--- src/rtl/lmb_lsu_pkg.sv ---
// lmb_lsu_pkg: shared encodings for the local-memory-bus load/store unit.
// Holds the access-size codes, the sequencer state encoding and a size helper.
package lmb_lsu_pkg;

  localparam logic [1:0] LMB_SIZE_B = 2'b00;
  localparam logic [1:0] LMB_SIZE_H = 2'b01;
  localparam logic [1:0] LMB_SIZE_W = 2'b10;
  localparam logic [1:0] LMB_SIZE_D = 2'b11;

  typedef enum logic [1:0] {
    LMB_IDLE  = 2'b00,
    LMB_BEAT0 = 2'b01,
    LMB_BEAT1 = 2'b10,
    LMB_RESP  = 2'b11
  } lmb_state_e;

  // Number of bytes moved by an access of the given size code.
  function automatic logic [3:0] lmb_size_len(input logic [1:0] size);
    lmb_size_len = 4'd1 << size;
  endfunction

endpackage

--- src/rtl/lmb_lane_align.sv ---
// lmb_lane_align: combinational byte-lane steering for lmb_lsu.
// Produces both beats' byte enables and store data, the split and misalignment
// flags, and the reassembled, masked and extended load result.
module lmb_lane_align
  import lmb_lsu_pkg::*;
#(
  parameter  int XLEN = 32,
  localparam int NB   = XLEN / 8,
  localparam int OB   = $clog2(NB)
) (
  input  logic [OB-1:0]   off,
  input  logic [1:0]      size,
  input  logic            sign_ext_n,
  input  logic            merge,
  input  logic [XLEN-1:0] store_data,
  input  logic [XLEN-1:0] rdata0,
  input  logic [XLEN-1:0] rdata1,
  output logic            split,
  output logic            misaligned,
  output logic [NB-1:0]   ben0,
  output logic [NB-1:0]   ben1,
  output logic [XLEN-1:0] wdata0,
  output logic [XLEN-1:0] wdata1,
  output logic [XLEN-1:0] load_data
);

  // Wide enough for an 8-byte mask shifted by the largest offset.
  localparam int MW = 3 * NB;
  localparam logic [MW-1:0] ONE_M = {{(MW-1){1'b0}}, 1'b1};

  logic [3:0]        len_s;
  logic [4:0]        end_s;
  logic [MW-1:0]     mask_s;
  logic [2*XLEN-1:0] wide_store_s;
  logic [2*XLEN-1:0] wide_load_s;
  logic [2*XLEN-1:0] shifted_load_s;
  logic [XLEN-1:0]   raw_s;
  logic              sign_s;

  // Byte-enable masks for both beats plus split/misalignment detection
  always_comb begin
    len_s      = lmb_size_len(size);
    end_s      = 5'(off) + 5'(len_s);
    split      = (end_s > 5'(NB));
    misaligned = ((4'(off) & (len_s - 4'd1)) != 4'd0);
    mask_s     = ((ONE_M << len_s) - ONE_M) << off;
    ben0       = mask_s[NB-1:0];
    ben1       = mask_s[2*NB-1:NB];
  end

  // Store data steered into lanes; the part crossing the word lands in beat 1
  always_comb begin
    wide_store_s = {{XLEN{1'b0}}, store_data} << {off, 3'b000};
    wdata0       = wide_store_s[XLEN-1:0];
    wdata1       = wide_store_s[2*XLEN-1:XLEN];
  end

  // Load reassembly, masking to the access length and zero/sign extension
  always_comb begin
    if (merge) begin
      wide_load_s = {rdata1, rdata0};
    end else begin
      wide_load_s = {{XLEN{1'b0}}, rdata0};
    end
    shifted_load_s = wide_load_s >> {off, 3'b000};
    raw_s          = shifted_load_s[XLEN-1:0];
    case (size)
      LMB_SIZE_B: sign_s = raw_s[7];
      LMB_SIZE_H: sign_s = raw_s[15];
      LMB_SIZE_W: sign_s = raw_s[31];
      default:    sign_s = 1'b0;
    endcase
    load_data = '0;
    for (int i = 0; i < XLEN; i++) begin
      if (i < 8 * int'(len_s)) begin
        load_data[i] = raw_s[i];
      end else begin
        load_data[i] = sign_s & ~sign_ext_n;
      end
    end
  end

endmodule

--- src/rtl/lmb_lsu.sv ---
// lmb_lsu: sequential load/store adapter between the core and a word-wide
// request/grant memory port. Define ARCHER_LMB_MISALIGN_EN to split accesses
// that cross a word boundary into two beats; without it they fault.
module lmb_lsu
  import lmb_lsu_pkg::*;
#(
  parameter int XLEN    = 32,
  parameter int ADDRLEN = 16
) (
  input  logic               clk,
  input  logic               reset,
  input  logic               proc_req,
  input  logic               proc_we,
  input  logic [XLEN-1:0]    proc_addr,
  input  logic [1:0]         proc_size,
  input  logic               proc_sign_ext_n,
  input  logic [XLEN-1:0]    proc_data_send,
  output logic               proc_busy,
  output logic               proc_done,
  output logic               proc_fault,
  output logic [XLEN-1:0]    proc_data_receive,
  output logic               mem_req,
  input  logic               mem_gnt,
  output logic [ADDRLEN-1:0] mem_addr,
  output logic               mem_wen,
  output logic [XLEN/8-1:0]  mem_ben,
  output logic [XLEN-1:0]    mem_datain,
  input  logic [XLEN-1:0]    mem_dataout
);

  localparam int NB = XLEN / 8;
  localparam int OB = $clog2(NB);
  localparam logic [ADDRLEN-1:0] NB_STEP = ADDRLEN'(NB);

  lmb_state_e         state_q, state_d;
  logic [OB-1:0]      off_q, off_d;
  logic [1:0]         size_q, size_d;
  logic               we_q, we_d;
  logic               sxn_q, sxn_d;
  logic [XLEN-1:0]    data_q, data_d;
  logic               busy_q, busy_d;
  logic               done_q, done_d;
  logic               fault_q, fault_d;
  logic [XLEN-1:0]    rdata_q, rdata_d;
  logic               req_q, req_d;
  logic               wen_q, wen_d;
  logic [NB-1:0]      ben_q, ben_d;
  logic [ADDRLEN-1:0] addr_q, addr_d;
  logic [XLEN-1:0]    wdat_q, wdat_d;
`ifdef ARCHER_LMB_MISALIGN_EN
  logic [XLEN-1:0]    beat0_q, beat0_d;
`endif

  logic [OB-1:0]   al_off_s;
  logic [1:0]      al_size_s;
  logic [XLEN-1:0] al_data_s;
  logic            al_merge_s;
  logic [XLEN-1:0] al_rdata0_s;
  logic            split_s;
  logic            misaligned_s;
  logic [NB-1:0]   ben0_s, ben1_s;
  logic [XLEN-1:0] wdata0_s, wdata1_s, load_s;
  logic            acc_fault_s;

  // Feed the lane aligner with the incoming request in IDLE, the latched one afterwards
  always_comb begin
    if (state_q == LMB_IDLE) begin
      al_off_s  = proc_addr[OB-1:0];
      al_size_s = proc_size;
      al_data_s = proc_data_send;
    end else begin
      al_off_s  = off_q;
      al_size_s = size_q;
      al_data_s = data_q;
    end
`ifdef ARCHER_LMB_MISALIGN_EN
    al_merge_s  = (state_q == LMB_BEAT1);
    al_rdata0_s = al_merge_s ? beat0_q : mem_dataout;
`else
    al_merge_s  = 1'b0;
    al_rdata0_s = mem_dataout;
`endif
  end

  lmb_lane_align #(.XLEN(XLEN)) u_align (
    .off        (al_off_s),
    .size       (al_size_s),
    .sign_ext_n (sxn_q),
    .merge      (al_merge_s),
    .store_data (al_data_s),
    .rdata0     (al_rdata0_s),
    .rdata1     (mem_dataout),
    .split      (split_s),
    .misaligned (misaligned_s),
    .ben0       (ben0_s),
    .ben1       (ben1_s),
    .wdata0     (wdata0_s),
    .wdata1     (wdata1_s),
    .load_data  (load_s)
  );

  // Decide at acceptance whether the access may reach memory at all
  always_comb begin
`ifdef ARCHER_LMB_MISALIGN_EN
    acc_fault_s = (proc_size == LMB_SIZE_D) && (XLEN < 64);
`else
    acc_fault_s = ((proc_size == LMB_SIZE_D) && (XLEN < 64)) || misaligned_s;
`endif
  end

  // Next state and next registered outputs of the access sequencer
  always_comb begin
    state_d = state_q;
    off_d   = off_q;
    size_d  = size_q;
    we_d    = we_q;
    sxn_d   = sxn_q;
    data_d  = data_q;
    busy_d  = busy_q;
    done_d  = 1'b0;
    fault_d = 1'b0;
    rdata_d = rdata_q;
    req_d   = req_q;
    wen_d   = wen_q;
    ben_d   = ben_q;
    addr_d  = addr_q;
    wdat_d  = wdat_q;
`ifdef ARCHER_LMB_MISALIGN_EN
    beat0_d = beat0_q;
`endif
    case (state_q)
      LMB_IDLE: begin
        if (proc_req) begin
          off_d  = proc_addr[OB-1:0];
          size_d = proc_size;
          we_d   = proc_we;
          sxn_d  = proc_sign_ext_n;
          data_d = proc_data_send;
          busy_d = 1'b1;
          if (acc_fault_s) begin
            state_d = LMB_RESP;
            done_d  = 1'b1;
            fault_d = 1'b1;
          end else begin
            state_d = LMB_BEAT0;
            req_d   = 1'b1;
            wen_d   = proc_we;
            addr_d  = {proc_addr[ADDRLEN-1:OB], {OB{1'b0}}};
            ben_d   = ben0_s;
            wdat_d  = wdata0_s;
          end
        end else begin
          busy_d = 1'b0;
        end
      end
      LMB_BEAT0: begin
        if (mem_gnt) begin
`ifdef ARCHER_LMB_MISALIGN_EN
          if (split_s) begin
            state_d = LMB_BEAT1;
            beat0_d = mem_dataout;
            addr_d  = addr_q + NB_STEP;
            ben_d   = ben1_s;
            wdat_d  = wdata1_s;
          end else begin
            state_d = LMB_RESP;
            done_d  = 1'b1;
            req_d   = 1'b0;
            wen_d   = 1'b0;
            rdata_d = we_q ? rdata_q : load_s;
          end
`else
          state_d = LMB_RESP;
          done_d  = 1'b1;
          req_d   = 1'b0;
          wen_d   = 1'b0;
          rdata_d = we_q ? rdata_q : load_s;
`endif
        end else begin
          state_d = LMB_BEAT0;
        end
      end
`ifdef ARCHER_LMB_MISALIGN_EN
      LMB_BEAT1: begin
        if (mem_gnt) begin
          state_d = LMB_RESP;
          done_d  = 1'b1;
          req_d   = 1'b0;
          wen_d   = 1'b0;
          rdata_d = we_q ? rdata_q : load_s;
        end else begin
          state_d = LMB_BEAT1;
        end
      end
`endif
      LMB_RESP: begin
        state_d = LMB_IDLE;
        busy_d  = 1'b0;
      end
      default: begin
        state_d = LMB_IDLE;
        busy_d  = 1'b0;
        req_d   = 1'b0;
        wen_d   = 1'b0;
      end
    endcase
  end

  // State and output registers with synchronous clear
  always_ff @(posedge clk) begin
    if (reset) begin
      state_q <= LMB_IDLE;
      off_q   <= '0;
      size_q  <= 2'b00;
      we_q    <= 1'b0;
      sxn_q   <= 1'b0;
      data_q  <= '0;
      busy_q  <= 1'b0;
      done_q  <= 1'b0;
      fault_q <= 1'b0;
      rdata_q <= '0;
      req_q   <= 1'b0;
      wen_q   <= 1'b0;
      ben_q   <= '0;
      addr_q  <= '0;
      wdat_q  <= '0;
`ifdef ARCHER_LMB_MISALIGN_EN
      beat0_q <= '0;
`endif
    end else begin
      state_q <= state_d;
      off_q   <= off_d;
      size_q  <= size_d;
      we_q    <= we_d;
      sxn_q   <= sxn_d;
      data_q  <= data_d;
      busy_q  <= busy_d;
      done_q  <= done_d;
      fault_q <= fault_d;
      rdata_q <= rdata_d;
      req_q   <= req_d;
      wen_q   <= wen_d;
      ben_q   <= ben_d;
      addr_q  <= addr_d;
      wdat_q  <= wdat_d;
`ifdef ARCHER_LMB_MISALIGN_EN
      beat0_q <= beat0_d;
`endif
    end
  end

  assign proc_busy         = busy_q;
  assign proc_done         = done_q;
  assign proc_fault        = fault_q;
  assign proc_data_receive = rdata_q;
  assign mem_req           = req_q;
  assign mem_wen           = wen_q;
  assign mem_ben           = ben_q;
  assign mem_addr          = addr_q;
  assign mem_datain        = wdat_q;

  // Aligner outputs that only one build flavour consumes.
`ifdef ARCHER_LMB_MISALIGN_EN
  logic unused_align_s;
  assign unused_align_s = misaligned_s;
`else
  logic unused_align_s;
  assign unused_align_s = ^{split_s, ben1_s, wdata1_s};
`endif

  // Address bits above the memory's reach are not decoded.
  if (ADDRLEN < XLEN) begin : g_addr_unused
    logic unused_addr_s;
    assign unused_addr_s = ^proc_addr[XLEN-1:ADDRLEN];
  end

endmodule
--- config.mk ---
export PLATFORM = sky130hd
export DESIGN_NAME = lmb_lsu
export DESIGN_NICKNAME = d
export VERILOG_FILES = /design/src/rtl/lmb_lsu_pkg.sv /design/src/rtl/lmb_lane_align.sv /design/src/rtl/lmb_lsu.sv
export SDC_FILE = /design/constraint.sdc
export NUM_CORES = 1
export LEC_CHECK = 0
export ABC_AREA = 1
export ABC_CLOCK_PERIOD_IN_PS = 2600
export CAP_MARGIN = 40
export CORE_MARGIN = 8
export CORE_UTILIZATION = 45
export CTS_BUF_LIST = sky130_fd_sc_hd__clkbuf_8
export DETAILED_ROUTE_END_ITERATION = 8
export PLACE_DENSITY_LB_ADDON = 0.1
export SLEW_MARGIN = 20
export SYNTH_ARGS = -nofsm -noshare
export SYNTH_HDL_FRONTEND = slang
export SYNTH_HIERARCHICAL = 1
export SYNTH_SLANG_ARGS = --single-unit
--- constraint.sdc ---
create_clock -name clk -period 2.6 [get_ports clk]
set_clock_uncertainty 0.15 [all_clocks]
set_input_delay 0.52 -clock clk [delete_from_list [all_inputs] [get_ports clk]]
set_output_delay 0.52 -clock clk [all_outputs]
set_load 0.005 [all_outputs]
After elaboration in Yosys (flattened, before gate mapping)
Index checks and enable logic that the tools add are counted.
{"block": "totals", "regBits": 127, "input_bits": 104, "output_inout_bits": 89, "wordCells": 131}
{"block": "classes", "n_addsub": 2, "n_lt_le_gt_ge": 32, "n_eq_ne": 8, "shift": 5, "muxes": 53, "n_bitwise": 7, "n_reduce_logical": 9}
{"op": "less-than comparator 5 x 7 -> 1 bit (first input constant)", "count": 16}
{"op": "less-than comparator 4 x 7 -> 1 bit (first input constant)", "count": 8}
{"op": "two-way mux 1 bit", "count": 41}
{"op": "two-way mux 32 bit", "count": 1}
{"op": "<< shifter 32 x 5 -> 32 bit", "count": 1}
{"op": "right shift 32 x 5 -> 32 bit", "count": 1}
{"op": "less-than comparator 3 x 7 -> 1 bit (first input constant)", "count": 4}
{"op": "less-than comparator 1 x 7 -> 1 bit (first input constant)", "count": 2}
{"op": "less-than comparator 2 x 7 -> 1 bit (first input constant)", "count": 2}
{"op": "<< shifter 1 x 4 -> 12 bit (first input constant)", "count": 1}
{"op": "<< shifter 12 x 2 -> 4 bit", "count": 1}
{"op": "subtractor 12 x 1 -> 12 bit (second input constant)", "count": 1}
{"op": "two-way mux 2 bit", "count": 5}
{"op": "one-hot mux 1 bit (3 select lines)", "count": 3}
{"op": "equality test 2 bit (second input constant)", "count": 3}
{"op": "!= test 2 bit (second input constant)", "count": 3}
{"op": "AND reduction 3 bit", "count": 2}
{"op": "NOT 1 bit", "count": 5}
{"op": "AND 2 x 4 -> 4 bit", "count": 1}
{"op": "equality test 2 x 1 -> 1 bit (second input constant)", "count": 2}
{"op": "logical NOT 2 bit", "count": 2}
{"op": "one-hot mux 1 bit (2 select lines)", "count": 2}
{"op": "one-hot mux 2 bit (2 select lines)", "count": 1}
{"op": "AND reduction 4 bit", "count": 1}
{"op": "other kinds (7)", "count": 7}

Longest topological paths before layout
{"block": "depth", "word_depth": 10, "ltp_mapped": 19, "depth_no_buf": 16}

Modules after synthesis
Netlist, hierarchy kept.
{"module": "lmb_lsu", "n_inst": 1, "cells_each": 644, "area_each_um2": 5052.3, "seq_area_each_um2": 2542.4}
{"module": "lmb_lane_align", "n_inst": 1, "cells_each": 431, "area_each_um2": 2113.3, "seq_area_each_um2": 0.0}

Least setup slack after synthesis
OpenSTA, ideal clock, no wires.
{"block": "synth_timing", "path_type": "register -> register", "from": "reg state_q[1]", "to": "reg wdat_q[24], in the netlist mem_datain[24]", "setup_ns": 0.116, "arrival_time_ns": 2.532, "t_required_ns": 2.334, "slack_ns": -0.198, "stages_incl_launch_ff": 19, "n_path_buf": 3, "period_less_slack_ns": 2.798, "cell_sequence": "dfxtp_1 nor2_4 buf_6 inv_2 buf_2 o21ai_0 inv_1 nor2_2 inv_1 ha_1 inv_1 o21bai_1 inv_1 nand2_1 nor2_8 inv_4 buf_6 nor2_2 nor2_1"}
{"block": "synth_via", "elab_chain_cells": 9, "word_cells_on_any_way": 12, "classes_between": "add/sub (1); shift (2); mux (3); bitwise (2); reduce/logical (4)"}
{"item": "start, declared", "line_no": "lmb_lsu.sv:35", "text": "lmb_state_e state_q, state_d;"}
{"item": "start signal, assigned", "line_no": "lmb_lsu.sv:231", "text": "state_q <= state_d;"}
{"item": "logical NOT 2 bit", "line_no": "lmb_lsu.sv:67", "text": "if (state_q == LMB_IDLE) begin"}
{"item": "two-way mux 2 bit", "line_no": "lmb_lsu.sv:67"}
{"item": "named net al_size_s[0]", "line_no": "lmb_lsu.sv:55", "text": "logic [1:0] al_size_s;"}
{"item": "<< shifter 1 x 2 -> 4 bit", "line_no": "lmb_lsu_pkg.sv:19", "text": "lmb_size_len = 4'd1 << size;"}
{"item": "subtractor 4 x 1 -> 4 bit", "line_no": "lmb_lane_align.sv:45", "text": "misaligned = ((4'(off) & (len_s - 4'd1)) != 4'd0);"}
{"item": "AND 2 x 4 -> 4 bit", "line_no": "lmb_lane_align.sv:45"}
{"item": "nonzero test 4 bit", "line_no": "lmb_lane_align.sv:45"}
{"item": "named net misaligned_s", "line_no": "lmb_lsu.sv:60", "text": "logic misaligned_s;"}
{"item": "logical OR 1 bit", "line_no": "lmb_lsu.sv:107", "text": "acc_fault_s = ((proc_size == LMB_SIZE_D) && (XLEN < 64)) || misaligned_s;"}
{"item": "NOT 1 bit (no line)"}
{"item": "AND reduction 3 bit (no line)"}
{"item": "end signal, assigned", "line_no": "lmb_lsu.sv:245", "text": "wdat_q <= wdat_d;"}
{"item": "end, declared", "line_no": "lmb_lsu.sv:49", "text": "logic [XLEN-1:0] wdat_q, wdat_d;"}
The timed path passes the listed nets, and every way through them passes these cells.
A chain may end at the register's enable or synchronous reset.

Final worst setup path
{"block": "layout_timing", "from": "in proc_size[0]", "to": "reg rdata_q[6], in the netlist proc_data_receive[6]"}
{"block": "layout_via", "elab_chain_cells": 5, "word_cells_on_any_way": 9, "classes_between": "order compare (1); eq/ne (2); shift (1); mux (3); bitwise (1); reduce/logical (1)"}
{"item": "start, declared", "line_no": "lmb_lsu.sv:15", "text": "input logic [1:0] proc_size,"}
{"item": "two-way mux 2 bit *", "line_no": "lmb_lsu.sv:67"}
{"item": "named net al_size_s[0]", "line_no": "lmb_lsu.sv:55"}
{"item": "parallel branches: the longest is 3 deep, another holds less-than comparator 3 x 7 -> 1 bit"}
{"item": "two-way mux 1 bit *", "line_no": "lmb_lane_align.sv:75", "text": "if (i < 8 * int'(len_s)) begin"}
{"item": "named net load_s[6]", "line_no": "lmb_lsu.sv:62", "text": "logic [XLEN-1:0] wdata0_s, wdata1_s, load_s;"}
{"item": "end signal, assigned", "line_no": "lmb_lsu.sv:240", "text": "rdata_q <= rdata_d;"}
{"item": "end, declared", "line_no": "lmb_lsu.sv:44", "text": "logic [XLEN-1:0] rdata_q, rdata_d;"}
Mark *: on every way through the listed nets, which the timed path passes.

==> metrics <==
status=finished, final reports clean; worst path required time=2.78 ns; Initial Util=0.456; die area=0.0194 mm^2; HP Class=reg -> reg; DR WL/cell=15.0 um; CTS Sinks=127; IO Pins=193; startpoint class of the critical path=input pin; # rows=45; CP top delay family=buffers and inverters; final wirelength=21,000 um; First-pass DRT Iterations=5; CTS tree=done; H-tree Lvls=4; Routed Antenna Nets=0; crit share post-route=0.927; Setup WS pre-CTS=-0.306 ns; Die Ht=139 um; Hold Fails Final Rpt=0; PortBufs=174; RSZ-0062 raised after global routing=no; routability cong.=0.921; clock tree buffer depth=2; pin count of the biggest net entering global routing=82; Mapped Area=0.00686 mm^2; Detail Placement HPWL=15,300 um; total power draw=6.43 mW; CP endpoint kind=register; worst-path cell chain=clkdlybuf4s50_1 -> inv_1 -> o21ai_2 -> buf_4 -> nor2_4 -> inv_1 -> ha_1 -> inv_1 -> buf_4 -> nor2_1 -> buf_4 -> nor2_1 -> o221ai_1 -> nand2_1 -> o21ai_0 -> nor2_1; first-pass GRT wire length=33,300 um; Root Buffer=clkbuf_8; Initial DRC Count=556; Fillers=1,443; # diodes=0; Core Box Area=0.0150 mm^2; Gate Count Post-Synth=1,015; Congestion Overflow GR=0; Clock Pin Slew Worst Setup and Hold Paths=0.08 ns; Crit Path Class=in -> reg; syn avg cell area=6.75 um^2; max frequency=415 MHz; crit path DAT=2.59 ns; CP max stage delay=0.50 ns; CTS buffer count=17; CTS Hold Bufs=0; Max Transition Viols Final=0; clk_lat worst skew=0.44 ns; Worst Path Max Fanout=9; drt drc=0; Final Critical Period=2.41 ns; Leak Pwr=4.01 nW; antenna violations before repair=0; Setup-failing EPs final=0; Die W=139 um; P per Cell Area=694 mW/mm^2; VDD IR max=0.410 mV; Via density=5.04; number of global-route vias before repair=6,616; via count=7,036; worst setup margin=0.191 ns; Buffers & Inverters on Critical Path=7; Synth warnings=6; layout cell share with drive strength beyond 1=0.127; Slowest cell on crit path=clkdlybuf4s50_1; Synth-to-Final Area Change=35.1%; Final nets=1,302; total track usage=0.212; MaxCap Viol Count=0
==> layout by cell type, fill, tap and decap left out, types with 3 or more instances in the layout <==
| master | count |
|---|---|
| o21ai_1 | 58 |
| ha_1 | 3 |
| inv_1 | 71 |
| clkinvlp_4 | 6 |
| clkbuf_8 | 18 |
| conb_1 | 3 |
| a21oi_1 | 11 |
| nor2_1 | 188 |
| mux2i_1 | 10 |
| dfxtp_1 | 127 |
| nor2_2 | 33 |
| buf_4 | 54 |
| clkdlybuf4s50_1 | 174 |
| nand3_2 | 3 |
| inv_2 | 7 |
| nand2_1 | 189 |
| nand3_1 | 60 |
| o22ai_1 | 8 |
| o221ai_1 | 13 |
| o21ai_0 | 129 |
| o211ai_1 | 7 |
| clkinv_2 | 6 |
| buf_12 | 6 |
| nand3_4 | 5 |
==> routing by layer <==
metal / GRT usage / part of all wire / vias to the layer above / wire length, um
li1: - / - / 3629 / -
met1: 0.242 / 0.43 / 3148 / 8960
met2: 0.371 / 0.49 / 229 / 10400
met3: 0.0503 / 0.054 / 30 / 1130
met4: 0.0890 / 0.025 / 0 / 524
met5: 0 / 0 / - / 0
==> tightest hold or removal path, delay by kind of cell (launching register included) <==
family                 cells  cell delay (ns)
DFF                        1             0.30
buffers and inverters      1             0.05
AOI/OAI and AO/OA          1             0.05
==> report_power, final <==
part	switching [mW]	total (mW)	internal, mW
Sequential	0.112	2.29	2.18
Clock	0.825	1.60	0.774
Combinational	1.41	2.53	1.13
Total	2.35	6.43	4.08
==> flip-flops by register name, indices dropped and copies added, names as in the netlist, 2 cells and up <==
name and flops:
data_q 32, mem_ben 4, off_q 2, mem_datain 32, state_q 2, size_q 2, proc_data_receive 32, mem_addr 14
==> area by class of cell <==
class	count	area, um^2	area share
Multi-Input combinational cell	735	3550	0.383
Sequential cell	127	2540	0.275
Timing Repair Buffer	234	2270	0.245
Inverter	80	304	0.0328
Clock buffer	18	248	0.0268
Tap cell	188	235	0.0254
Clock inverter	14	118	0.0127
==> repair_timing <==
item / 4_1_cts / 5_1_grt
buffers inserted: 0 / 1
setup endpoints to repair: 0 / 50
resized for setup: 0 / 6
hold endpoints to repair: 0 / 0
==> metrics by stage <==
step | TNS (ns) | std cells | cell area (um^2) | util | hold WS, ns
2_1_floorplan | 0 | 1017 | 6870 | - | 0.275
3_3_place_gp | -18.78 | 1363 | 8880 | 0.591 | 0.283
3_5_place_dp | -18.81 | 1363 | 8880 | 0.591 | 0.290
4_1_cts | 0 | 1395 | 9250 | 0.615 | 0.301
5_1_grt | 0 | 1396 | 9260 | 0.616 | 0.311
6_report | 0 | 1396 | 9260 | 0.616 | 0.301
==> final timing paths <==
| check | slack, ns | endpoint | depth (start not counted) | start |
|---|---|---|---|---|
| setup reg to reg | 0.23 | proc_data_receive[20] | 15 | state_q[1] |
| setup / recovery | 0.19 | proc_data_receive[6] | 16 | proc_size[0] |
| hold / removal | 0.30 | data_q[18] | 2 | data_q[18] |
| hold reg to reg | 0.30 | data_q[18] | 2 | data_q[18] |
Note: power is estimated with default switching activity, not from simulation.
